==> src/rtl/sensor_display_pkg.sv <==
// Shared types and helpers for the sensor display selector.
package sensor_display_pkg;

  typedef enum logic [1:0] {
    MODE_SINGLE,
    MODE_SUM,
    MODE_SCAN,
    MODE_MAX
  } disp_mode_t;

  // Widest operand sat_add handles; channel width W must not exceed this.
  localparam int unsigned MaxSumW = 32;

  // Counter width for a 0..n-1 counter, never narrower than one bit.
  function automatic int unsigned cnt_w(input int unsigned n);
    return (n <= 1) ? 1 : $clog2(n);
  endfunction

  // a + b clamped to 2^w - 1.
  function automatic logic [MaxSumW-1:0] sat_add(input logic [MaxSumW-1:0] a,
                                                 input logic [MaxSumW-1:0] b,
                                                 input int unsigned w);
    logic [MaxSumW:0] s;
    logic [MaxSumW:0] lim;
    s   = {1'b0, a} + {1'b0, b};
    lim = ((MaxSumW + 1)'(1) << w) - (MaxSumW + 1)'(1);
    return (s > lim) ? lim[MaxSumW-1:0] : s[MaxSumW-1:0];
  endfunction

endpackage

==> src/rtl/bar_graph_encoder.sv <==
// Maps a W-bit value onto an N_LED bar: level = (value * N_LED) >> W, empty bar for zero.
module bar_graph_encoder #(
  parameter int unsigned W     = 16,
  parameter int unsigned N_LED = 8
) (
  input  logic [W-1:0]             value_i,
  output logic [N_LED-1:0]         bar_o,
  output logic [$clog2(N_LED)-1:0] level_o
);
  localparam int unsigned LvW = $clog2(N_LED);
  localparam int unsigned PW  = W + LvW;

  logic [PW-1:0] prod;

  always_comb begin
    prod    = {{LvW{1'b0}}, value_i} * PW'(N_LED);
    level_o = prod[PW-1:W];
    for (int i = 0; i < N_LED; i++) begin
      bar_o[i] = (value_i != '0) && (LvW'(i) <= level_o);
    end
  end

endmodule

==> src/rtl/sensor_display_selector.sv <==
// N-channel sensor selector with rate-limited display load, auto-scan and bar graph.
// Optional peak-hold dot on the bar: define SENSOR_DISPLAY_PEAK_HOLD_EN.
module sensor_display_selector
  import sensor_display_pkg::*;
#(
  parameter int unsigned N_CH        = 4,
  parameter int unsigned W           = 16,
  parameter int unsigned N_LED       = 8,
  parameter int unsigned UPD_CYCLES  = 2_700_000,
  parameter int unsigned SCAN_CYCLES = 27_000_000
) (
  input  logic                    clock,
  input  logic                    reset,
  input  logic [N_CH*W-1:0]       ch_value,
  input  logic [1:0]              mode,
  input  logic [$clog2(N_CH)-1:0] ch_sel,
  input  logic                    hold,
  output logic [W-1:0]            value_out,
  output logic [$clog2(N_CH)-1:0] active_ch,
  output logic [N_LED-1:0]        dots,
  output logic [N_LED-1:0]        led_bar,
  output logic                    update
);
  localparam int unsigned ChW   = $clog2(N_CH);
  localparam int unsigned UpdW  = cnt_w(UPD_CYCLES);
  localparam int unsigned ScanW = cnt_w(SCAN_CYCLES);
  localparam int unsigned LvW   = $clog2(N_LED);

  disp_mode_t         mode_e, prev_mode_q, prev_mode_d;
  logic [UpdW-1:0]    upd_cnt_q, upd_cnt_d;
  logic [ScanW-1:0]   scan_cnt_q, scan_cnt_d, scan_cnt_eff;
  logic [ChW-1:0]     scan_idx_q, scan_idx_d, scan_idx_eff;
  logic [W-1:0]       value_q, value_d;
  logic [ChW-1:0]     active_q, active_d;
  logic [N_LED-1:0]   dots_q, dots_d;
  logic               update_q, update_d;
  logic               tick, entering, scan_term, load;
  logic [W-1:0]       ch_arr [N_CH];
  logic [W-1:0]       cand;
  logic [ChW-1:0]     cand_ch;
  logic [MaxSumW-1:0] sum_acc;
  logic               unused_sum;
  logic [N_LED-1:0]   bar;
  logic [LvW-1:0]     level;

  assign mode_e     = disp_mode_t'(mode);
  assign unused_sum = ^sum_acc;

  always_comb begin
    for (int k = 0; k < N_CH; k++) ch_arr[k] = ch_value[k*W +: W];
  end

  // Entering SCAN restarts at channel 0 already in the entry cycle.
  always_comb begin
    tick         = (upd_cnt_q == UpdW'(UPD_CYCLES - 1));
    upd_cnt_d    = tick ? '0 : upd_cnt_q + 1'b1;
    entering     = (mode_e == MODE_SCAN) && (prev_mode_q != MODE_SCAN);
    scan_cnt_eff = entering ? '0 : scan_cnt_q;
    scan_idx_eff = entering ? '0 : scan_idx_q;
    scan_term    = (scan_cnt_eff == ScanW'(SCAN_CYCLES - 1));
    scan_cnt_d   = scan_cnt_q;
    scan_idx_d   = scan_idx_q;
    if (mode_e == MODE_SCAN) begin
      scan_cnt_d = scan_term ? '0 : scan_cnt_eff + 1'b1;
      if (scan_term) begin
        scan_idx_d = (scan_idx_eff == ChW'(N_CH - 1)) ? '0 : scan_idx_eff + 1'b1;
      end else begin
        scan_idx_d = scan_idx_eff;
      end
    end
    prev_mode_d = mode_e;
  end

  always_comb begin
    sum_acc = '0;
    cand    = '0;
    cand_ch = '0;
    case (mode_e)
      MODE_SINGLE: begin
        if (32'(ch_sel) < N_CH) begin
          cand    = ch_arr[ch_sel];
          cand_ch = ch_sel;
        end
      end
      MODE_SUM: begin
        for (int k = 0; k < N_CH; k++) sum_acc = sat_add(sum_acc, MaxSumW'(ch_arr[k]), W);
        cand = sum_acc[W-1:0];
      end
      MODE_SCAN: begin
        cand    = ch_arr[scan_idx_eff];
        cand_ch = scan_idx_eff;
      end
      MODE_MAX: begin
        cand = ch_arr[0];
        // Strict compare keeps the lowest index on ties.
        for (int k = 1; k < N_CH; k++) begin
          if (ch_arr[k] > cand) begin
            cand    = ch_arr[k];
            cand_ch = ChW'(k);
          end
        end
      end
      default: ;
    endcase
  end

  always_comb begin
    load     = tick && !hold;
    update_d = load;
    value_d  = value_q;
    active_d = active_q;
    dots_d   = dots_q;
    if (load) begin
      value_d  = cand;
      active_d = cand_ch;
      for (int i = 0; i < N_LED; i++) begin
        dots_d[i] = (mode_e != MODE_SUM) && (int'(cand_ch) == i);
      end
    end
  end

  always_ff @(posedge clock) begin
    if (reset) begin
      upd_cnt_q   <= '0;
      scan_cnt_q  <= '0;
      scan_idx_q  <= '0;
      prev_mode_q <= MODE_SINGLE;
      value_q     <= '0;
      active_q    <= '0;
      dots_q      <= '0;
      update_q    <= 1'b0;
    end else begin
      upd_cnt_q   <= upd_cnt_d;
      scan_cnt_q  <= scan_cnt_d;
      scan_idx_q  <= scan_idx_d;
      prev_mode_q <= prev_mode_d;
      value_q     <= value_d;
      active_q    <= active_d;
      dots_q      <= dots_d;
      update_q    <= update_d;
    end
  end

  bar_graph_encoder #(
    .W     (W),
    .N_LED (N_LED)
  ) u_bar (
    .value_i (value_q),
    .bar_o   (bar),
    .level_o (level)
  );

`ifdef SENSOR_DISPLAY_PEAK_HOLD_EN
  logic [LvW-1:0]   cand_level, peak_q, peak_d;
  logic             peak_vld_q, peak_vld_d;
  logic [N_LED-1:0] unused_cand_bar, peak_dot;

  bar_graph_encoder #(
    .W     (W),
    .N_LED (N_LED)
  ) u_cand_bar (
    .value_i (cand),
    .bar_o   (unused_cand_bar),
    .level_o (cand_level)
  );

  // A rising load captures the peak; otherwise each tick walks it down towards LED 0.
  always_comb begin
    peak_d     = peak_q;
    peak_vld_d = peak_vld_q;
    if (mode_e != prev_mode_q) begin
      peak_d     = '0;
      peak_vld_d = 1'b0;
    end else if (load && (cand != '0) && (!peak_vld_q || (cand_level > peak_q))) begin
      peak_d     = cand_level;
      peak_vld_d = 1'b1;
    end else if (tick && peak_vld_q) begin
      if (peak_q != '0) begin
        peak_d = peak_q - 1'b1;
      end else if (level == '0) begin
        peak_vld_d = 1'b0;
      end
    end
    for (int i = 0; i < N_LED; i++) peak_dot[i] = peak_vld_q && (int'(peak_q) == i);
  end

  always_ff @(posedge clock) begin
    if (reset) begin
      peak_q     <= '0;
      peak_vld_q <= 1'b0;
    end else begin
      peak_q     <= peak_d;
      peak_vld_q <= peak_vld_d;
    end
  end

  assign led_bar = bar | peak_dot;
`else
  logic unused_level;
  assign unused_level = ^level;
  assign led_bar      = bar;
`endif

  assign value_out = value_q;
  assign active_ch = active_q;
  assign dots      = dots_q;
  assign update    = update_q;

endmodule
==> config.mk <==
export PLATFORM = sky130hd
export DESIGN_NAME = sensor_display_selector
export DESIGN_NICKNAME = d
export VERILOG_FILES = /design/src/rtl/sensor_display_pkg.sv /design/src/rtl/bar_graph_encoder.sv /design/src/rtl/sensor_display_selector.sv
export SDC_FILE = /design/constraint.sdc
export NUM_CORES = 1
export LEC_CHECK = 0
export CAP_MARGIN = 25
export CORE_MARGIN = 2
export CORE_UTILIZATION = 45
export CTS_CLUSTER_SIZE = 20
export DETAILED_ROUTE_END_ITERATION = 10
export DONT_BUFFER_PORTS = 1
export GPL_ROUTABILITY_DRIVEN = 0
export GPL_TIMING_DRIVEN = 0
export SLEW_MARGIN = 5
export SYNTH_ARGS = -nofsm -noshare
export SYNTH_HDL_FRONTEND = slang
export SYNTH_HIERARCHICAL = 1
export SYNTH_SLANG_ARGS = --single-unit
export TNS_END_PERCENT = 30
==> constraint.sdc <==
create_clock -name clock -period 13.7 [get_ports clock]
set_input_delay 0 -clock clock [delete_from_list [all_inputs] [get_ports clock]]
set_output_delay 0 -clock clock [all_outputs]
set_load 0.1 [all_outputs]
After elaboration in Yosys (flattened, before gate mapping)
Index checks and enable logic that the tools add are counted.

Register bits after elaboration: 74. Latch bits: 0. RAM bits: 0. Memory bits (read-only): 0. Input port bits: 71. Output and inout port bits: 35. Logic and storage cells: 88. Memories: 0.

Add/subtract/negate cells: 6. Multipliers: 0. Div/mod/pow operators: 0. Order comparisons: 17. Equal/unequal tests: 11. Shift-type cells: 0. Mux-type cells: 25. Bitwise gates (word level): 2. Reduce and logical (&&, ||, !) cells: 19.

Operators by type and width (count): 2-to-1 mux 16 bit (11); binary-select mux 16 bit (select 2 bit) (2); case mux 16 bit (4 select lines) (1); 2-to-1 mux 25 bit (2); greater-than comparator 16 bit (3); adder 25 x 1 -> 25 bit (second input constant) (1); equality test 25 bit (second input constant) (1); adder 22 x 1 -> 22 bit (second input constant) (1); equality test 22 bit (second input constant) (1); adder 18 x 16 -> 19 bit (1); greater-than comparator 19 x 16 -> 1 bit (second input constant) (1); adder 17 x 16 -> 18 bit (1); greater-than comparator 18 x 16 -> 1 bit (second input constant) (1); 2-to-1 mux 18 bit (1); adder 16 x 16 -> 17 bit (1); greater-than comparator 17 x 16 -> 1 bit (second input constant) (1); 2-to-1 mux 17 bit (1); greater-than comparator 16 bit (second input constant) (1); nonzero test 16 bit (1); logical AND 1 bit (14); <= comparator 3 bit (first input constant) (4); equality test 2 bit (second input constant) (5); 2-to-1 mux 2 bit (5); >= comparator 3 bit (second input constant) (2); other kinds (12) (17).

Logic depth before layout (Yosys ltp)
Gate-level depths: netlist of the first run.

Depth after elaboration: 12. Mapped depth: 33. Gate-level depth less buffers: 32.

Modules after synthesis
Netlist of the first run, hierarchy kept.

By module, submodules not included: sensor_display_selector (instances 1, cells each 1166, area each 8757.1 µm², sequential area each 1481.4 µm²); bar_graph_encoder (instances 1, cells each 16, area each 108.9 µm², sequential area each 0.0 µm²).

Worst setup path after synthesis of the first run
OpenSTA, ideal clock, no wires.

Path type: in2reg. From: input port ch_value[3]. To: register value_q[3] (netlist: value_out[3]). Library setup time: 0.124 ns. Arrival time: 6.551 ns. Data required time: 13.576 ns. Slack: 7.025 ns. Cell stages on the path: 32. Path buffers: 3. Cell sequence: inv_1 -> ha_1 -> clkbuf_1 -> inv_1 -> a21oi_1 -> o21ai_0 -> a31oi_1 -> a21oi_1 -> a221o_1 -> a221oi_1 -> nand2_1 -> ha_1 -> fa_1 -> a211o_1 -> a21oi_1 -> o21ai_0 -> a211o_1 -> a211oi_1 -> o21bai_1 -> a31oi_1 -> clkbuf_1 -> nand2_1 -> ha_1 -> a21oi_1 -> o21ai_0 -> a221o_1 -> a31oi_1 -> o21a_1 -> buf_1 -> a31oi_1 -> a311oi_1 -> o31ai_1.

Word-level cells in the longest chain between the ends: 12. Elaborated cells between the ends (all ways): 26. Those cells by class: add/sub (3); order compare (7); mux (16).

Ends and longest elaborated chain: start, declared (line sensor_display_selector.sv:14) `input logic [N_CH*W-1:0] ch_value,`; greater-than comparator 16 bit (line sensor_display_pkg.sv:27) `return (s > lim) ? lim[MaxSumW-1:0] : s[MaxSumW-1:0];`; 2-to-1 mux 16 bit (line sensor_display_pkg.sv:27); adder 16 x 16 -> 17 bit (line sensor_display_pkg.sv:25) `s = {1'b0, a} + {1'b0, b};`; greater-than comparator 17 x 16 -> 1 bit (line sensor_display_pkg.sv:27); 2-to-1 mux 17 bit (line sensor_display_pkg.sv:27); adder 17 x 16 -> 18 bit (line sensor_display_pkg.sv:25); greater-than comparator 18 x 16 -> 1 bit (line sensor_display_pkg.sv:27); 2-to-1 mux 18 bit (line sensor_display_pkg.sv:27); adder 18 x 16 -> 19 bit (line sensor_display_pkg.sv:25); greater-than comparator 19 x 16 -> 1 bit (line sensor_display_pkg.sv:27); 2-to-1 mux 16 bit (line sensor_display_pkg.sv:27); case mux 16 bit (4 select lines) (*) (line sensor_display_selector.sv:78) `case (mode_e)`; end signal, assigned (line sensor_display_selector.sv:137) `value_q <= value_d;`; end, declared (line sensor_display_selector.sv:33) `logic [W-1:0] value_q, value_d;`.

Every way passes the cells marked *; elsewhere a longest branch is shown, timed or not. The select of a mux whose other input is x is not followed. A chain may end at the register's enable or synchronous reset.

Worst setup path after layout of the first run
Same ends and word-level chain as after synthesis.

==> results.txt, run 1 <==
maxcap violations = 0
critical path arrival = 9690 ps
P_leak = 3.77 nW
setup ws final = 4220 ps
Top delay family on crit path = compound AO/OA/AOI/OAI gates
Rel. slew slack = 0.239
mapped cell area = 8840 sq um
DRT iter0 DRCs = 988
first-pass GRT wire length = 50900 microns
antenna violations before repair = 1
critical path's slowest cell = a221oi_1
Setup Total Neg Slack = 0 ps
CP Launch Point = ch_value[3]
worst reg2reg path depth = 16
max incr delay on CP = 900 ps
minimum clock period = 9480 ps
fillers = 1992
f_max = 105 MHz
combinational share of power = 0.520
die area = 20800 sq um
HP Class = in -> reg
GR peak layer = met2
Int Power = 0.528 mW
layout cell share with drive strength beyond 1 = 0.0636
required time worst endpoint = 13900 ps
gr ovfl total = 0
worst hold stages = 3
clk buf depth = 2
reg2reg setup slack = 9320 ps
Sequential Power Share = 0.238
syn_area_per_cell = 7.50 sq um
cts bufs inserted = 9
IO Pins = 106
fin crit share = 0.692
Reg clk slew, reported paths = 60 ps
Clk Latency, worst-skew pair = 340 ps
final setup violating endpoints = 0
Final ANT Viol Nets = 0
buffers added on ports = 0
Core ar. = 19400 sq um
router iterations before antenna repair = 6
CP Capture Type = flip-flop
largest net degree at the start of global routing = 13
switching fraction of total power = 0.422
Hold Fails Final Rpt = 0
Post-route DRC = 0
H-tree depth = 3
Final Hold Slack = 17.4 ps
WP depth = 31
FP Rows = 51
crit-path most repeated cell = a31oi_1
ant diodes = 0
GRT met2 Usage = 0.515
post-CTS sizing = 0
WP buf/inv = 4
Post-Syn Instances = 1179
status = finished clean
worst-path fanout max = 10
wire per inst = 22.5 microns
GR Layer Usage met1 = 0.399
die height = 144 microns
RSZ-0062 raised after global routing = false
reg2reg start = prev_mode_q[0]
vias in the first global route = 8900
Sw Pwr = 0.386 mW
Setup WS pre-CTS = 4180 ps
Sink Count = 74
peak supply drop = 62.8 uV
Worst Max-Slew Pin Slew = 1140 ps
# nets final = 1379
Vias = 9393
clock group share of total power = 0.242
max-slew violations = 0
Power Density = 94.9 nW/um^2
Initial Utilization = 0.456
Hold Crit Start = ch_value[58]
Detail Placement HPWL = 26100 microns
Die W = 144 microns
DR vias/cell = 6.37
CTS root buf = clkbuf_16
M3 GR Usage = 0.0755
total track usage = 0.322
crit path kind = in -> reg
Synth-to-Final Area Change = 8.89%
Yosys warning total = 6
CTS tree = done
final setup skew = 10.4 ps
crit start category = primary input
DRT Wirelength = 33200 microns
## cells in the final DEF, fill, tap and decap left out, types with 11 or more instances in the layout
master	n
a21oi_1	106
inv_1	56
xnor2_1	27
nand2b_1	17
ha_1	100
nand3_1	30
xor2_1	27
nand4_1	22
and3_1	11
a211oi_1	25
a21o_1	14
a31oi_1	24
o211ai_1	18
dfxtp_1	74
clkbuf_1	44
a311oi_1	16
nor3_1	24
mux4_2	16
o21ai_0	53
mux2i_1	12
nor2b_1	23
nand2_1	134
nor2_1	119
## layer usage
layer  share of wire  wire length (microns)
met5         0.00039                     13
met4           0.066                   2180
met3            0.10                   3390
met2            0.44                  14600
met1            0.39                  13000
## sequential cells by signal, indices dropped and copies added (netlist names)
register / flops
update: 1
value_out: 16
upd_cnt_q: 22
scan_idx_q: 2
prev_mode_q: 2
dots: 4
active_ch: 2
scan_cnt_q: 25
## worst reg2reg max path: cells and delay by family, from the launching register on
kind | cells | cell delay [ps]
simple gates | 8 | 1930
buf+inv | 4 | 990
compound gates | 3 | 800
flops | 1 | 310
fa+ha+maj | 1 | 220
## final timing paths
| path | end |
|---|---|
| worst min-delay path | value_out[10] |
| worst max-delay path | value_out[3] |
| worst min register to register | upd_cnt_q[0] |
| worst max register to register | scan_cnt_q[22] |
## cell type report
cell class | count | area [sq um] | area share
clock inverters | 5 | 30.0 | 0.00312
multi-input cells | 992 | 6900 | 0.717
inverters | 56 | 210 | 0.0218
repair buffers | 12 | 170 | 0.0177
well taps | 265 | 332 | 0.0344
flip-flops and latches | 74 | 1480 | 0.154
clock buffers | 11 | 243 | 0.0252
plain buffers | 60 | 262 | 0.0272
## metrics by stage
step           utilization  power, mW  area, sq um  cells
2_1_floorplan            -      0.571         8850   1182
3_3_place_gp         0.474      0.682         9190   1447
3_5_place_dp         0.481      0.684         9330   1456
4_1_cts              0.496      0.905         9630   1475
5_1_grt              0.496      0.971         9630   1475
6_report             0.496      0.914         9630   1475
## what timing repair did
action,4_1_cts,5_1_grt
hold endpoints to repair,6,0
hold buffers,3,0
setup buffers,0,0
## power by group through the flow
| stage | registers [mW] | logic (mW) | clock network, mW |
|---|---|---|---|
| 4_1_cts | 0.218 | 0.465 | 0.222 |
| 2_1_floorplan | 0.222 | 0.349 | 0 |
| 3_3_place_gp | 0.222 | 0.459 | 0 |
| 5_1_grt | 0.218 | 0.520 | 0.232 |
| 3_5_place_dp | 0.222 | 0.461 | 0 |
| 6_report | 0.218 | 0.475 | 0.221 |
No activity file was read; power rests on OpenSTA's default activity.
==> run 2, diff against run 1 <==
clock period = 9.42 ns   (was 13.7 ns; I/O delays follow)
==> results.txt, run 2 (same netlist as run 1, synthesis figures left out) <==
die area = 20800 sq um (unchanged)
H-tree depth = 3 (unchanged)
placed instance count = 1456 (unchanged)
CP Capture Type = flip-flop
Setup WS pre-CTS = -95.3 ps (-4280 ps)
Final ANT Viol Nets = 0 (unchanged)
crit-path most repeated cell = a31oi_1
Reg clk slew, reported paths = 60 ps (about the same)
clk buf depth = 2 (unchanged)
layout cell share with drive strength beyond 1 = 0.0653 (+0.00165)
hold endpoint = value_out[10]
FP Rows = 51 (unchanged)
max reg flops = 25 (unchanged)
R2R Path End = scan_cnt_q[22]
max-slew violations = 0 (unchanged)
ant diodes = 0 (unchanged)
crit start category = primary input
RSZ-0062 raised after global routing = false
Final Hold Slack = 14.7 ps (-2.66 ps)
switching fraction of total power = 0.423 (about the same)
maxcap violations = 0 (unchanged)
Clk Latency, worst-skew pair = 340 ps (about the same)
critical path's slowest cell = a221oi_2
Non-Filler Instances = 1475 (unchanged)
first-pass GRT wire length = 50900 microns (unchanged)
Setup Total Neg Slack = 0 ps (unchanged)
reg2reg start = prev_mode_q[0]
DR vias/cell = 6.36 (-0.17%)
commonest non-fill, non-tap cells in the layout = nand2_1 (134), nor2_1 (119), a21oi_1 (106)
vias in the first global route = 8900 (unchanged)
CTS root buf = clkbuf_16
router iterations before antenna repair = 5 (-1)
total track usage = 0.322 (unchanged)
antenna violations before repair = 1 (unchanged)
die height = 144 microns (unchanged)
commonest non-fill, non-tap cell in the layout = nand2_1
required time worst endpoint = 9630 ps (-4270 ps)
# nets final = 1379 (unchanged)
Die W = 144 microns (unchanged)
Power Density = 138 nW/um^2 (+45%)
final setup violating endpoints = 0 (unchanged)
final setup skew = 9.96 ps (-0.434 ps)
Reg with most FFs = scan_cnt_q
DRT iter0 DRCs = 921 (-6.8%)
worst-path fanout max = 10 (unchanged)
Power Total = 1.33 mW (+46%)
status = finished clean
crit path kind = in -> reg
Sink Count = 74 (unchanged)
postcts setup bufs = 0 (unchanged)
buffers added on ports = 0 (unchanged)
Worst Max-Slew Pin Slew = 1150 ps (+11.1 ps)
worst reg2reg path depth = 16 (unchanged)
setup ws final = 597 ps (-3620 ps)
Detail Placement HPWL = 26100 microns (unchanged)
minimum clock period = 8820 ps
Sw Pwr = 0.563 mW (+46%)
worst hold stages = 3 (unchanged)
Post-route DRC = 0 (unchanged)
combinational share of power = 0.521 (about the same)
gr ovfl total = 0 (unchanged)
P_leak = 3.77 nW (about the same)
IO Pins = 106 (unchanged)
Int Power = 0.768 mW (+46%)
fin util = 0.497 (+0.000645)
Initial Utilization = 0.456 (unchanged)
Core ar. = 19400 sq um (unchanged)
wire per inst = 22.5 microns (about the same)
peak supply drop = 91.2 uV (+45%)
CTS tree = done
dpl cell area = 9330 sq um (unchanged)
final instance area = 9640 sq um (+0.13%)
Hold Fails Final Rpt = 0 (unchanged)
DRT Wirelength = 33200 microns (about the same)
critical path arrival = 9030 ps (-660 ps)
cts bufs inserted = 9 (unchanged)
reg2reg setup slack = 5080 ps (-4240 ps)
Synth-to-Final Area Change = 9.03%
largest net degree at the start of global routing = 13 (unchanged)
f_max = 113 MHz
Hold Crit Start = ch_value[58]
HP Class = in -> reg
fin crit share = 0.937
Vias = 9377 (-0.17%)
clock group share of total power = 0.241 (about the same)
Sequential Power Share = 0.238 (about the same)
max incr delay on CP = 620 ps (-280 ps)
Rel. slew slack = 0.232 (-0.00742)
run 2: changes by cell type in the layout (fill, tap and decap cells not counted):
cell	previous run	this run
a221oi_2	0	1
a31oi_2	0	1
a31oi_1	24	23
a221oi_1	5	4
run 2: how the worst max path moves through the flow:
stage                      from           end  slack, ps
floorplan           ch_value[3]  value_out[3]       2740
global placement    ch_value[3]  value_out[3]        -90
detailed placement  ch_value[3]  value_out[3]       -100
CTS                 ch_value[3]  value_out[3]        220
global route        ch_value[3]  value_out[3]        290
finish              ch_value[3]  value_out[3]        600
run 2: layout make-up:
cell class | count | area, sq um
timing repair buffer | 12 | 170
sequential | 74 | 1480
clock buffer | 11 | 243
multi-input combinational | 992 | 6910
clock inverter | 5 | 30.0
buffer | 60 | 262
inverter | 56 | 210
fill | 1989 | 9760
tap | 265 | 332
run 2: power by group through the flow:
| stage | Clock, mW | Sequential [mW] | Combinational, mW |
|---|---|---|---|
| after global routing | 0.338 | 0.317 | 0.758 |
| after global placement | 0 | 0.324 | 0.668 |
| after CTS | 0.323 | 0.317 | 0.676 |
| after floorplan | 0 | 0.323 | 0.507 |
| final | 0.321 | 0.317 | 0.693 |
| after detailed placement | 0 | 0.324 | 0.671 |
run 2: metal layers:
| metal | share of wire | vias up | track usage |
|---|---|---|---|
| met5 | 0.00039 | - | 0 |
| met4 | 0.067 | 2 | 0.184 |
| met3 | 0.10 | 123 | 0.0755 |
| met2 | 0.44 | 494 | 0.515 |
| li1 | - | 4409 | - |
| met1 | 0.39 | 4349 | 0.399 |
run 2: repair_timing:
| item | 4_1_cts | 5_1_grt |
|---|---|---|
| resized for setup | 0 | 2 |
| hold endpoints to repair | 6 | 0 |
| hold buffers | 3 | 0 |
| setup endpoints to repair | 0 | 11 |
run 2: worst max-delay path: cells and delay by family:
kind	cells	cell delay [ps]
and+or+nand+nor	2	290
AOI/OAI and AO/OA	21	6490
adders and majority gates	4	1390
buffers and inverters	4	830
